### config.mk
export PLATFORM = sky130hd
export DESIGN_NAME = dmem_access
export DESIGN_NICKNAME = d
export VERILOG_FILES = /design/src/rtl/rv32i_types.sv /design/src/rtl/load_align.sv /design/src/rtl/dmem_access.sv
export SDC_FILE = /design/constraint.sdc
export NUM_CORES = 1
export LEC_CHECK = 0
export ABC_AREA = 1
export BUFFER_PORTS_ARGS = -buffer_cell sky130_fd_sc_hd__buf_2
export CAP_MARGIN = 20
export CORE_ASPECT_RATIO = 2
export CORE_UTILIZATION = 42
export DETAILED_ROUTE_END_ITERATION = 6
export PLACE_DENSITY = 0.82
export RECOVER_POWER = 50
export SETUP_SLACK_MARGIN = 0.1
export SYNTH_ARGS = -nofsm -noshare
export SYNTH_HDL_FRONTEND = slang
export SYNTH_SLANG_ARGS = --single-unit
export TNS_END_PERCENT = 5
### constraint.sdc
create_clock -name clk -period 1.9 [get_ports clk]
set_input_delay 0.285 -clock clk [delete_from_list [all_inputs] [get_ports clk]]
set_output_delay 0.285 -clock clk [all_outputs]
set_load 0.01 [all_outputs]
### src/rtl/rv32i_types.sv
// Shared RV32I types: word width, load/store width codes and the data-memory port state.
package rv32i_types;

  localparam int unsigned XLEN = 32;

  typedef enum logic [2:0] {
    lb  = 3'b000,
    lh  = 3'b001,
    lw  = 3'b010,
    lbu = 3'b100,
    lhu = 3'b101
  } load_funct3_t;

  typedef enum logic [2:0] {
    sb = 3'b000,
    sh = 3'b001,
    sw = 3'b010
  } store_funct3_t;

  typedef enum logic [1:0] {
    IDLE = 2'd0,
    BUSY = 2'd1,
    DONE = 2'd2
  } dmem_state_t;

endpackage

### src/rtl/load_align.sv
// Combinational load extraction: shift the cache word down to the addressed byte/half
// and sign- or zero-extend according to the load width code.
module load_align
  import rv32i_types::*;
(
  input  logic [2:0]      funct3,
  input  logic [1:0]      offset,
  input  logic [XLEN-1:0] rdata,
  output logic [XLEN-1:0] data
);

  logic [XLEN-1:0] shifted;

  always_comb begin
    shifted = rdata >> {offset, 3'b000};
    data    = shifted;
    case (load_funct3_t'(funct3))
      lb:      data = {{(XLEN - 8){shifted[7]}}, shifted[7:0]};
      lbu:     data = {{(XLEN - 8){1'b0}}, shifted[7:0]};
      lh:      data = {{(XLEN - 16){shifted[15]}}, shifted[15:0]};
      lhu:     data = {{(XLEN - 16){1'b0}}, shifted[15:0]};
      default: data = shifted;
    endcase
  end

endmodule

### src/rtl/dmem_access.sv
// Memory-stage data-memory port: issues cache requests from EX/MEM, stalls until the
// response, and returns extended load data, holding it while the pipeline is frozen.
module dmem_access
  import rv32i_types::*;
(
  input  logic            clk,
  input  logic            rst,
  input  logic            mem_read,
  input  logic            mem_write,
  input  logic [2:0]      funct3,
  input  logic [XLEN-1:0] mar,
  input  logic [XLEN-1:0] wdata,
  input  logic            pipe_hold,
  input  logic [XLEN-1:0] dmem_rdata,
  input  logic            dmem_resp,
  output logic [XLEN-1:0] dmem_address,
  output logic            dmem_read,
  output logic            dmem_write,
  output logic [3:0]      dmem_wmask,
  output logic [XLEN-1:0] dmem_wdata,
  output logic            mem_stall,
  output logic [XLEN-1:0] load_data
);

  dmem_state_t     state;
  dmem_state_t     state_nx;
  logic            op;
  logic            active;
  logic            resp_v;
  logic [3:0]      mask_base;
  logic [XLEN-1:0] load_live;
  logic [XLEN-1:0] load_q;

  // DONE never re-requests, so a store held by pipe_hold is written only once.
  assign op     = mem_read | mem_write;
  assign active = rst & (state != DONE);
  assign resp_v = active & op & dmem_resp;

  load_align u_load_align (
    .funct3 (funct3),
    .offset (mar[1:0]),
    .rdata  (dmem_rdata),
    .data   (load_live)
  );

  always_comb begin
    state_nx = state;
    case (state)
      IDLE: begin
        if (resp_v)  state_nx = pipe_hold ? DONE : IDLE;
        else if (op) state_nx = BUSY;
      end
      BUSY: begin
        if (resp_v) state_nx = pipe_hold ? DONE : IDLE;
      end
      DONE: begin
        if (!pipe_hold) state_nx = IDLE;
      end
      default: state_nx = IDLE;
    endcase
  end

  always_ff @(posedge clk) begin
    if (!rst) begin
      state  <= IDLE;
      load_q <= '0;
    end else begin
      state <= state_nx;
      if (resp_v) load_q <= load_live;
    end
  end

  // Store byte enables before alignment to the address offset.
  always_comb begin
    mask_base = 4'b0000;
    case (store_funct3_t'(funct3))
      sb:      mask_base = 4'b0001;
      sh:      mask_base = 4'b0011;
      sw:      mask_base = 4'b1111;
      default: mask_base = 4'b0000;
    endcase
  end

  assign dmem_address = {mar[XLEN-1:2], 2'b00};
  assign dmem_wdata   = wdata;
  assign dmem_read    = active & mem_read;
  assign dmem_write   = active & mem_write;
  assign mem_stall    = active & op & ~dmem_resp;
  assign dmem_wmask   = rst ? 4'(mask_base << mar[1:0]) : 4'b0000;
  assign load_data    = resp_v ? load_live : load_q;

endmodule

==> results.cfg <==
[grt]
overflow = 0
gr-usage-all-layers_pct = 25.1
antenna_found_initial = 0
grt_pass1_vias = 2665
grt_max_degree = 34
grt_pass1_wl_um = 13000

[timing]
fmax_mhz = 525
fin_skew_ns = 0.00759
period_needed_ns = 1.90
rsz0062_at_grt = true
fin_ws_ns = -0.00374
fin_crit_sh_pct = 100
hold_violations = 0
final_max_slew_viol_count = 0
setup_viol_count_final = 1

[power_and_ir_drop]
intPower_mw = 1.61
clkPwrFrac_pct = 35.5
switching_power_uw = 746
swShare_pct = 31.7
p_leak_nw = 1.95
share_comb_of_total_power_pct = 31.5
powerDensity_nw_per_um2 = 675
power_mw = 2.36
p_seq_share_pct = 33.0
peakVddDrop_mv = 0.545

[job]
max-cap-violations = 0

[clock_tree]
ctsHtreeMaxLevel = 2
clkTransAtPathRegs_ns = 0.06
clkSinkCount = 34
cts-root-buf = clkbuf_16
cts_buffers = 5
hold_buffers = 0
max-clock-path-buffers = 2
cts_tree = built
clk_latency_ns = 0.29

[yosys]
yosys.area.top_type_share_pct = 23.5
synth_top_area_cell = dfxtp_1
synth_area_leaders = dfxtp_1 (23%), buf_4 (17%), nand2_1 (15%)
avgSynthCellArea_um2 = 6.32
yosysSeqAreaShare_pct = 23.5
synth_cell_type_count = 29
syn_inst = 459
ys.warnings.count = 0
ys_seq_elements = 34
syn_area_um2 = 2900

[layout]
post-route-cell-area_um2 = 3490
areaGrowthSynthToFinish_pct = 20.3
n_antenna_cell = 0
drive_gt1_share_pct = 42.4
final_nets = 595

[critical_path]
cp_max_fo = 6
crit_slowest_cell = dfxtp_2
worst_setup_path_end_kind = primary output
worstPathArrival_ns = 1.62
critPathLaunchType = flip-flop
critPathBufInv = 5
cp_data_required_time_ns = 1.62
critical_path_class = flip-flop to primary output
crit_chain = nand2_4 > nand4_4 > buf_12 > buf_12 > clkinv_8 > or2_4 > nand2_4 > inv_1 > buf_2
max_stage_delay_ns = 0.37
cp_top_family = buffers and inverters

[placed_design]
place_congestion = 0.940
hpwl_um = 6790
placed_cell_area_um2 = 2840
portBuffers = 81
dp_slack_ns = 0.0807

[die]
dieArea_um2 = 7260
core_um2 = 6620
chipWidth_um = 60.8
io_pins = 208
die-height_um = 120
start_util_pct = 43.8
core.rowCount = 42

[detailed_routing]
drt-total-wl_um = 9390
viasPerCell = 4.94
drt_iter0_drc = 95
drcViolationCount = 0
antenna_violating_nets_post_route = 0
wire_per_inst_um = 16.2
first_pass_iters = 4
vias = 2858

[run_status]
violations = negative setup slack
status = complete, but fails checks

[min_path]
hold_path_class = primary input to flip-flop
cell usage after synthesis, drive strengths merged:
| cell | instances |
|---|---|
| a21oi | 11 |
| a31oi | 1 |
| buf | 83 |
| clkbuf | 3 |
| clkinv | 1 |
| conb | 1 |
| dfxtp | 34 |
| inv | 46 |
| nand2 | 121 |
| nand3 | 57 |
| nand4 | 1 |
| nor2 | 63 |
| nor3 | 4 |
| o211ai | 1 |
| o21ai | 8 |
| or2 | 24 |
layout make-up:
type	instances	area (um2)
inverters	47	194
well taps	88	110
repair inverters	3	41.3
flip-flops and latches	34	683
clock buffers	6	139
repair buffers	106	721
multi-input cells	293	1590
clock inverters	2	12.5
fillers	699	3130
power groups by stage:
| stage | Combinational, mW | Clock (mW) | Sequential [mW] |
|---|---|---|---|
| 4_1_cts | 0.621 | 0.853 | 0.774 |
| 3_3_place_gp | 0.571 | 0 | 0.785 |
| 6_report | 0.741 | 0.837 | 0.777 |
| 5_1_grt | 0.813 | 0.874 | 0.781 |
| 3_5_place_dp | 0.579 | 0 | 0.788 |
| 2_1_floorplan | 0.529 | 0 | 0.784 |
layer usage:
| layer | track usage, % | part of all wire, % | routed length (um) | vias to the layer above |
|---|---|---|---|---|
| met5 | 0 | 0 | 0 | - |
| met4 | 28.1 | 11 | 1010 | 0 |
| met3 | 14.1 | 14 | 1310 | 90 |
| met2 | 37.5 | 46 | 4280 | 135 |
| met1 | 20.3 | 30 | 2790 | 1236 |
| li1 | - | - | - | 1397 |
layout by cell type (no fill, tap or decap), types with 6 or more instances in the layout:
cell type / count
nand2_1: 90
buf_2: 80
nor2_1: 54
nand3_1: 44
inv_1: 39
dfxtp_1: 32
nand2_2: 27
or2_4: 20
buf_4: 15
nand3_2: 12
a21oi_1: 11
clkbuf_16: 7
nor2_2: 6
buf_12: 6
worst min-delay path, stage by stage:
cell	delay, ns
buf_2	0.10
nand2_1	0.05
a21oi_1	0.04
what timing repair did:
item,in CTS,in global routing
cloned,1,4
gates resized for setup,34,56
endpoints found under the setup margin,32,32
setup buffers,1,13
pin swaps,5,19
flip-flops by register name, indices dropped and copies added (netlist names):
name / count
load_q: 32
state: 2
cells by family after synthesis:
kind of cell | after synthesis | share of synthesized area (%)
simple gates | 270 | 43.1
flops | 34 | 23.5
buf+inv | 133 | 28.6
compound gates | 21 | 4.66
other cells | 1 | 0.129
per-stage QoR:
stage | util, % | hold WS [ns] | cells | TNS [ns]
after floorplan | - | 0.401 | 460 | 0
after global placement | 42.9 | 0.475 | 552 | 0
after detailed placement | 42.9 | 0.485 | 552 | 0
after CTS | 46.9 | 0.214 | 562 | -0.00261
after global routing | 52.7 | 0.231 | 579 | -0.804
final | 52.7 | 0.214 | 579 | -0.00374
path summary, 6_finish.rpt:
| kind | slack (ns) | cells past startpoint | start | endpoint |
|---|---|---|---|---|
| min | 0.21 | 3 | pipe_hold | state[1]$_SDFFE_PN0P_ |
| min reg2reg | 0.49 | 2 | load_q[6]$_SDFF_PN0_ | load_q[6]$_SDFF_PN0_ |
| max | -0.004 | 9 | state[1]$_SDFFE_PN0P_ | load_data[12] |
| max reg2reg | 0.48 | 9 | state[1]$_SDFFE_PN0P_ | load_q[16]$_SDFF_PN0_ |
Power figures use the tool's default switching activity.
